$ cat src/rtl/baccarat_datapath_if.sv
// Load strobes from the baccarat state machine and the hand/score results returned to it.
interface baccarat_datapath_if;
    logic       load_pcard1;
    logic       load_pcard2;
    logic       load_pcard3;
    logic       load_dcard1;
    logic       load_dcard2;
    logic       load_dcard3;
    logic [3:0] pcard3;
    logic [3:0] pscore;
    logic [3:0] dscore;
    logic [6:0] HEX0;
    logic [6:0] HEX1;
    logic [6:0] HEX2;
    logic [6:0] HEX3;
    logic [6:0] HEX4;
    logic [6:0] HEX5;

    modport master (
        output load_pcard1, load_pcard2, load_pcard3,
        output load_dcard1, load_dcard2, load_dcard3,
        input  pcard3, pscore, dscore,
        input  HEX0, HEX1, HEX2, HEX3, HEX4, HEX5
    );

    modport slave (
        input  load_pcard1, load_pcard2, load_pcard3,
        input  load_dcard1, load_dcard2, load_dcard3,
        output pcard3, pscore, dscore,
        output HEX0, HEX1, HEX2, HEX3, HEX4, HEX5
    );
endinterface

$ cat src/rtl/baccarat_datapath.sv
// Baccarat datapath: 1..13 card source, six hand registers, mod-10 scores, 7-seg digits.
// Define BACCARAT_SCORE_REG_EN to register pscore/dscore one edge behind the card registers.
module baccarat_datapath #(
    parameter int unsigned START_CARD = 1
) (
    input  logic               slow_clock,
    input  logic               resetb,
    baccarat_datapath_if.slave bus
);
    localparam logic [3:0] DEAL_RST = 4'(START_CARD);

    logic [3:0] r_deal;
    logic [3:0] r_pcard1;
    logic [3:0] r_pcard2;
    logic [3:0] r_pcard3;
    logic [3:0] r_dcard1;
    logic [3:0] r_dcard2;
    logic [3:0] r_dcard3;
    logic [3:0] w_pscore;
    logic [3:0] w_dscore;

    // Loads capture the pre-increment deal value; simultaneous loads share it.
    always_ff @(posedge slow_clock or negedge resetb) begin
        if (!resetb) begin
            r_deal   <= DEAL_RST;
            r_pcard1 <= '0;
            r_pcard2 <= '0;
            r_pcard3 <= '0;
            r_dcard1 <= '0;
            r_dcard2 <= '0;
            r_dcard3 <= '0;
        end else begin
            r_deal <= (r_deal == 4'd13) ? 4'd1 : r_deal + 4'd1;
            if (bus.load_pcard1) r_pcard1 <= r_deal;
            if (bus.load_pcard2) r_pcard2 <= r_deal;
            if (bus.load_pcard3) r_pcard3 <= r_deal;
            if (bus.load_dcard1) r_dcard1 <= r_deal;
            if (bus.load_dcard2) r_dcard2 <= r_deal;
            if (bus.load_dcard3) r_dcard3 <= r_deal;
        end
    end

    function automatic logic [4:0] card_val(input logic [3:0] c);
        return (c <= 4'd9) ? {1'b0, c} : 5'd0;
    endfunction

    // Sum of three cards is at most 27, so mod 10 needs only one subtraction of 10 or 20.
    function automatic logic [3:0] hand_score(input logic [3:0] a, input logic [3:0] b,
                                              input logic [3:0] c);
        logic [4:0] sum;
        sum = card_val(a) + card_val(b) + card_val(c);
        if (sum >= 5'd20)
            sum = sum - 5'd20;
        else if (sum >= 5'd10)
            sum = sum - 5'd10;
        return sum[3:0];
    endfunction

    function automatic logic [6:0] seg7(input logic [3:0] c);
        logic [6:0] s;
        case (c)
            4'd1:    s = 7'b0001000;
            4'd2:    s = 7'b0100100;
            4'd3:    s = 7'b0110000;
            4'd4:    s = 7'b0011001;
            4'd5:    s = 7'b0010010;
            4'd6:    s = 7'b0000010;
            4'd7:    s = 7'b1111000;
            4'd8:    s = 7'b0000000;
            4'd9:    s = 7'b0010000;
            4'd10:   s = 7'b1000000;
            4'd11:   s = 7'b1100001;
            4'd12:   s = 7'b0011000;
            4'd13:   s = 7'b0001001;
            default: s = 7'b1111111;
        endcase
        return s;
    endfunction

    always_comb begin
        w_pscore = hand_score(r_pcard1, r_pcard2, r_pcard3);
        w_dscore = hand_score(r_dcard1, r_dcard2, r_dcard3);
    end

`ifdef BACCARAT_SCORE_REG_EN
    logic [3:0] r_pscore;
    logic [3:0] r_dscore;

    always_ff @(posedge slow_clock or negedge resetb) begin
        if (!resetb) begin
            r_pscore <= '0;
            r_dscore <= '0;
        end else begin
            r_pscore <= w_pscore;
            r_dscore <= w_dscore;
        end
    end

    assign bus.pscore = r_pscore;
    assign bus.dscore = r_dscore;
`else
    assign bus.pscore = w_pscore;
    assign bus.dscore = w_dscore;
`endif

    assign bus.pcard3 = r_pcard3;
    assign bus.HEX0   = seg7(r_pcard1);
    assign bus.HEX1   = seg7(r_pcard2);
    assign bus.HEX2   = seg7(r_pcard3);
    assign bus.HEX3   = seg7(r_dcard1);
    assign bus.HEX4   = seg7(r_dcard2);
    assign bus.HEX5   = seg7(r_dcard3);
endmodule

$ cat src/flat_wrapper.sv
// flat-port wrapper written by rule: the top's interface ports become plain ports
module baccarat_datapath_flat 
#(
    parameter int unsigned START_CARD = 1
)
  (slow_clock, resetb, bus_load_pcard1, bus_load_pcard2, bus_load_pcard3, bus_load_dcard1, bus_load_dcard2, bus_load_dcard3, bus_pcard3, bus_pscore, bus_dscore, bus_HEX0, bus_HEX1, bus_HEX2, bus_HEX3, bus_HEX4, bus_HEX5);
  baccarat_datapath_if bus_i ();
  input  logic slow_clock;
  input  logic resetb;
  input wire logic [$bits(bus_i.load_pcard1)-1:0] bus_load_pcard1;
  input wire logic [$bits(bus_i.load_pcard2)-1:0] bus_load_pcard2;
  input wire logic [$bits(bus_i.load_pcard3)-1:0] bus_load_pcard3;
  input wire logic [$bits(bus_i.load_dcard1)-1:0] bus_load_dcard1;
  input wire logic [$bits(bus_i.load_dcard2)-1:0] bus_load_dcard2;
  input wire logic [$bits(bus_i.load_dcard3)-1:0] bus_load_dcard3;
  output wire logic [$bits(bus_i.pcard3)-1:0] bus_pcard3;
  output wire logic [$bits(bus_i.pscore)-1:0] bus_pscore;
  output wire logic [$bits(bus_i.dscore)-1:0] bus_dscore;
  output wire logic [$bits(bus_i.HEX0)-1:0] bus_HEX0;
  output wire logic [$bits(bus_i.HEX1)-1:0] bus_HEX1;
  output wire logic [$bits(bus_i.HEX2)-1:0] bus_HEX2;
  output wire logic [$bits(bus_i.HEX3)-1:0] bus_HEX3;
  output wire logic [$bits(bus_i.HEX4)-1:0] bus_HEX4;
  output wire logic [$bits(bus_i.HEX5)-1:0] bus_HEX5;
  assign bus_i.load_pcard1 = bus_load_pcard1;
  assign bus_i.load_pcard2 = bus_load_pcard2;
  assign bus_i.load_pcard3 = bus_load_pcard3;
  assign bus_i.load_dcard1 = bus_load_dcard1;
  assign bus_i.load_dcard2 = bus_load_dcard2;
  assign bus_i.load_dcard3 = bus_load_dcard3;
  assign bus_pcard3 = bus_i.pcard3;
  assign bus_pscore = bus_i.pscore;
  assign bus_dscore = bus_i.dscore;
  assign bus_HEX0 = bus_i.HEX0;
  assign bus_HEX1 = bus_i.HEX1;
  assign bus_HEX2 = bus_i.HEX2;
  assign bus_HEX3 = bus_i.HEX3;
  assign bus_HEX4 = bus_i.HEX4;
  assign bus_HEX5 = bus_i.HEX5;
  baccarat_datapath #(.START_CARD(START_CARD)) u_core (.slow_clock(slow_clock), .resetb(resetb), .bus(bus_i));
endmodule
$ cat config.mk
export PLATFORM = sky130hd
export DESIGN_NAME = baccarat_datapath_flat
export DESIGN_NICKNAME = d
export VERILOG_FILES = /design/src/rtl/baccarat_datapath_if.sv /design/src/rtl/baccarat_datapath.sv /design/src/flat_wrapper.sv
export SDC_FILE = /design/constraint.sdc
export NUM_CORES = 1
export LEC_CHECK = 0
export BUFFER_PORTS_ARGS = -buffer_cell sky130_fd_sc_hd__buf_4
export CAP_MARGIN = 20
export CORE_UTILIZATION = 25
export DETAILED_ROUTE_END_ITERATION = 16
export PLACE_DENSITY_LB_ADDON = 0.08
export SYNTH_ARGS = -nofsm -noshare
export SYNTH_HDL_FRONTEND = slang
export SYNTH_SLANG_ARGS = --single-unit
$ cat constraint.sdc
create_clock -name slow_clock -period 9.35 [get_ports slow_clock]
set_input_delay 1.4025 -clock slow_clock [delete_from_list [all_inputs] [get_ports slow_clock]]
set_output_delay 1.4025 -clock slow_clock [all_outputs]
set_load 0.02 [all_outputs]
Word level (Yosys, flattened, before mapping)
Memory sizes are Yosys's and may differ from the RTL's.
Index checks and enable logic that the tools add are counted.
{"block": "word_totals", "in_bits": 8, "romBits": 672, "register_bits": 28, "n_memories": 6, "out_inout_bits": 54, "elab_cells": 44}
{"block": "op_classes", "n_mux": 11, "n_eq_ne": 1, "addsub": 9, "magnitude_cmp": 10}
{"memory": "(no name shown)", "words": 16, "word_bits": 7, "read_ports": 1, "rd_ports_with_merged_regs": 0, "wr": 0, "line_no": "baccarat_datapath.sv:61", "source": "case (c)"}
{"memory": "(no name shown)", "words": 16, "word_bits": 7, "read_ports": 1, "rd_ports_with_merged_regs": 0, "wr": 0, "line_no": "baccarat_datapath.sv:61"}
{"memory": "(no name shown)", "words": 16, "word_bits": 7, "read_ports": 1, "rd_ports_with_merged_regs": 0, "wr": 0, "line_no": "baccarat_datapath.sv:61"}
{"memory": "(no name shown)", "words": 16, "word_bits": 7, "read_ports": 1, "rd_ports_with_merged_regs": 0, "wr": 0, "line_no": "baccarat_datapath.sv:61"}
{"memory": "(no name shown)", "words": 16, "word_bits": 7, "read_ports": 1, "rd_ports_with_merged_regs": 0, "wr": 0, "line_no": "baccarat_datapath.sv:61"}
{"memory": "(no name shown)", "words": 16, "word_bits": 7, "read_ports": 1, "rd_ports_with_merged_regs": 0, "wr": 0, "line_no": "baccarat_datapath.sv:61"}
{"cell": "4-bit 2-to-1 mux", "n": 11}
{"cell": "4-bit <= comparator, second input constant", "n": 6}
{"cell": "5-bit by 4-bit adder with 5-bit output", "n": 2}
{"cell": "5-bit adder", "n": 2}
{"cell": "5-bit by 4-bit greater-or-equal comparator with 1-bit output, second input constant", "n": 2}
{"cell": "5-bit greater-or-equal comparator, second input constant", "n": 2}
{"cell": "4-bit by 3-bit subtractor with 4-bit output, second input constant", "n": 2}
{"cell": "4-bit subtractor, second input constant", "n": 2}
{"cell": "4-bit by 1-bit adder with 4-bit output, second input constant", "n": 1}
{"cell": "4-bit == test, second input constant", "n": 1}

Depth between registers and ports, before layout
{"block": "logic_depth", "ltp_word": 7, "ltp_mapped": 17}

Worst setup path after synthesis
Ideal clock, no wire load.
{"block": "synth_timing", "path_kind": "flip-flop to output port", "start": "register u_core.r_pcard3[1] (netlist: u_core.bus.pcard3[1])", "end": "output port bus_pscore[1]", "n_path_buf": 0, "arrival_time_ns": 3.590, "path_slack_ns": 4.358, "path_stages_with_launch": 15, "required_ns": 7.947, "cell_sequence": "dfrtp_1 inv_1 ha_1 nor2_1 o21ai_0 nand2_1 fa_1 inv_1 ha_1 fa_1 inv_1 ha_1 o21ai_0 mux2i_1 xnor2_1"}
{"block": "synth_between", "elab_chain_cells": 6, "word_cells_on_any_way": 9, "cone_classes": "add/sub (3); order compare (3); mux (3)"}
{"item": "from (decl)", "line_no": "baccarat_datapath.sv:15", "source": "logic [3:0] r_pcard3;"}
{"item": "from (signal assigned)", "line_no": "baccarat_datapath.sv:36", "source": "if (bus.load_pcard3) r_pcard3 <= r_deal;"}
{"item": "4-bit <= comparator", "line_no": "baccarat_datapath.sv:44", "source": "return (c <= 4'd9) ? {1'b0, c} : 5'd0;"}
{"item": "4-bit 2-to-1 mux *", "line_no": "baccarat_datapath.sv:44"}
{"item": "5-bit by 4-bit adder with 5-bit output *", "line_no": "baccarat_datapath.sv:51", "source": "sum = card_val(a) + card_val(b) + card_val(c);"}
{"item": "4-bit subtractor or 5-bit by 4-bit greater-or-equal comparator with 1-bit output (tied branches)", "line_no": "baccarat_datapath.sv:55, baccarat_datapath.sv:54"}
{"item": "4-bit 2-to-1 mux", "line_no": "baccarat_datapath.sv:54", "source": "else if (sum >= 5'd10)"}
{"item": "4-bit 2-to-1 mux *", "line_no": "baccarat_datapath.sv:52", "source": "if (sum >= 5'd20)"}
{"item": "to (decl)", "line_no": "flat_wrapper.sv:17", "source": "output wire logic [$bits(bus_i.pscore)-1:0] bus_pscore;"}
Every way passes the cells marked *; elsewhere a longest branch is shown, timed or not.

Final worst setup path
{"block": "layout_timing", "start": "register u_core.r_pcard3[1] (netlist: u_core.bus.pcard3[1])", "end": "output port bus_pscore[2]"}
Same word-level chain as after synthesis.

==> out/qor.yml <==
place:
  io_buffer_count: 61
  gp_congestion: 0.802
  post-place-ws_ns: 4.04
  hpwlAfterDp_um: 5860
global_routing:
  grtUsageMet1_pct: 16.9
  track_usage_pct: 12.0
  grt_pass1_vias: 2635
  grt_max_degree: 29
  grt_overflow: 0
  antenna_found_initial: 0
  met2_usage_pct: 19.9
  gr-usage-met3_pct: 0.956
  grt.busiest_layer: "met2"
  grt_pass1_wl_um: 12800
logic_synthesis:
  synth_area_leader_cell: "dfrtp_1"
  synth_edf_count: 0
  synth_area_leaders: "dfrtp_1 (22%), ha_1 (15%), o21ai_0 (8.8%), nor2_1 (6.6%), fa_1 (6.4%)"
  synthFlopType: "dfrtp_1"
  synth_warnings: 0
  synth_top_area_share_pct: 21.6
  synth.net_count: 463
  syn_area_um2: 3130
  ys_seq_area_share_pct: 22.5
  syn_avg_cell_area_um2: 7.68
  ys_types: 37
  syn_inst: 407
  synthArstFlopShare_pct: 100
  ys_ff_latch: 28
finish:
  drive_above_1_share_pct: 17.9
  layout_common_cells: "buf_4 (61), nor2_1 (55), o21ai_0 (55)"
  nFillCells: 1340
  area_growth_pct: 22.4
  layout_commonest_cell: "buf_4"
  antennaDiodeCount: 0
  fin_nets: 510
detailed_routing:
  wl_per_cell_um: 12.2
  vias_per_cell: 4.47
  drt_first_iter_violations: 134
  num_vias: 2773
  drc: 0
  first_pass_iters: 4
  ant_nets: 0
  drt-total-wl_um: 7580
power_and_ir_drop:
  ir_drop_mv: 0.0871
  leakage_nw: 1.83
  seqPwrFrac_pct: 25.9
  clock_power_share_pct: 22.4
  switching_share_pct: 39.6
  p_sw_mw: 0.221
  powerDensity_nw_per_um2: 146
  comb_power_share_pct: 51.7
  intPower_mw: 0.337
worst_hold_path:
  whs_endpoint: "u_core.r_deal[0]"
  hold_path_class: "reg2reg"
  hold_depth: 1
  hold_start: "u_core.r_deal[0]"
sta:
  worst_pin_slew_ns: 0.584
  min_period_ns: 5.57
  skew_ns: 0.00369
  fin_crit_sh_pct: 59.5
  fin_tns_setup_ns: 0
  rsz0062_at_grt: "no"
  slew_headroom_pct: 60.8
  fin_ws_ns: 3.78
  maxClockFrequency_mhz: 180
  final-setup-viol-count: 0
  hold_viol_final: 0
  finalMaxSlewViolations: 0
floorplanning:
  ioPinCount: 62
  dieArea_um2: 13000
  placementRows: 40
  chipWidth_um: 114
  die_h_um: 114
  core-area_um2: 12100
  start_util_pct: 25.8
worst_setup_path:
  crit_family: "adder cells"
  cpMostUsedCell: "inv_1"
  r2r_end: "u_core.r_deal[1]"
  cpMaxStageDelayCell: "fa_1"
  critPathLaunchType: "register"
  path_cells: "inv_1 -> ha_1 -> nor2_1 -> o21ai_0 -> nand2_1 -> fa_1 -> inv_1 -> ha_1 -> fa_1 -> inv_1 -> ha_1 -> o21ai_0 -> inv_1 -> o21ai_0 -> o22ai_1 -> buf_4"
  cpPeakStageDelay_ns: 0.58
  required_ns: 7.95
  cp-end-kind: "output pin"
  crit_type: "reg2out"
  cp_max_fo: 10
  arrival_ns: 4.16
  worstRegToRegCells: 1
  cp_num_buf_inv: 5
  reg2reg_slack_ns: 8.21
  worst_r2r_startpoint: "u_core.r_deal[0]"
clocking:
  cts.htree.levels: 1
  path_clk_slew_ns: 0.07
  cts_tree: "built"
  cts_root_buf: "clkbuf_16"
  cts_resized: 0
  ctsHoldBuffers: 0
  cts_buffers: 3
  clkSinkCount: 28
  clk_path_buf_depth: 2
  clk_latency_ns: 0.26
  post_cts_buffers: 0
run_status:
  status: "finished clean"
flow_run:
  cap_violations: 0
==> final cells by class <==
type                            instances  area (um2)  area share (%)
Sequential cell                        28         702            18.3
Timing Repair Buffer                   61         458            12.0
Multi-Input combinational cell        323        2210            57.8
Clock buffer                            3        75.1            1.96
Inverter                               37         139            3.63
Clock inverter                          1        30.0           0.785
Tap cell                              168         210            5.49
==> Yosys cell counts, drive strengths merged (10+ instances only) <==
cell type,number
mux2i,12
a21oi,28
dfrtp,27
nand2,43
nor2,55
ha,38
o21ai,55
clkbuf,17
fa,10
mux2,11
inv,37
==> state kept, by name (all words and copies together) (netlist names) <==
| signal | cells |
|---|---|
| u_core.r_dcard2 | 4 |
| u_core.r_pcard1 | 4 |
| u_core.bus.pcard3 | 4 |
| u_core.r_pcard2 | 4 |
| u_core.r_dcard3 | 4 |
| u_core.r_dcard1 | 4 |
| u_core.r_deal | 4 |
==> metal layers <==
layer | up-vias | wire length, um
met3 | 2 | 238
li1 | 1469 | -
met5 | - | 0
met4 | 0 | 47
met2 | 50 | 3340
met1 | 1252 | 3960
==> worst max path at each step <==
stage	start	to	cells after the start
after floorplan	u_core.bus.pcard3[1]	bus_pscore[1]	14
after global placement	u_core.bus.pcard3[1]	bus_pscore[2]	16
after detailed placement	u_core.bus.pcard3[1]	bus_pscore[2]	16
after CTS	u_core.bus.pcard3[1]	bus_pscore[2]	16
after global routing	u_core.bus.pcard3[1]	bus_pscore[2]	16
final	u_core.bus.pcard3[1]	bus_pscore[2]	16
==> power by group through the flow <==
stage | combinational [mW] | sequential [mW] | clock (mW)
floorplan | 0.203 | 0.137 | 0
global placement | 0.290 | 0.147 | 0
detailed placement | 0.291 | 0.147 | 0
CTS | 0.292 | 0.145 | 0.128
global route | 0.321 | 0.147 | 0.134
finish | 0.289 | 0.145 | 0.125
==> cell families (layout without fill, tap and decap cells) <==
kind of cell,count (synthesis),in the layout,share of synthesized area [%]
fa+ha+maj,48,48,21.6
buf+inv,56,102,6.77
compound gates,112,112,20.5
mux,23,23,7.81
simple gates,134,134,18.9
flops,28,28,22.5
xor+xnor,6,6,1.92
==> through the flow <==
| step | power, mW | util [%] | cell area (um2) | hold WS [ns] | cells |
|---|---|---|---|---|---|
| after global routing | 0.602 | 31.6 | 3830 | 0.620 | 621 |
| after global placement | 0.438 | 30.7 | 3720 | 0.555 | 617 |
| after CTS | 0.565 | 31.6 | 3830 | 0.591 | 621 |
| final | 0.558 | 31.6 | 3830 | 0.573 | 621 |
| after detailed placement | 0.438 | 30.7 | 3720 | 0.575 | 617 |
| after floorplan | 0.341 | - | 3130 | 0.501 | 407 |
No activity file was read; power rests on OpenSTA's default activity.
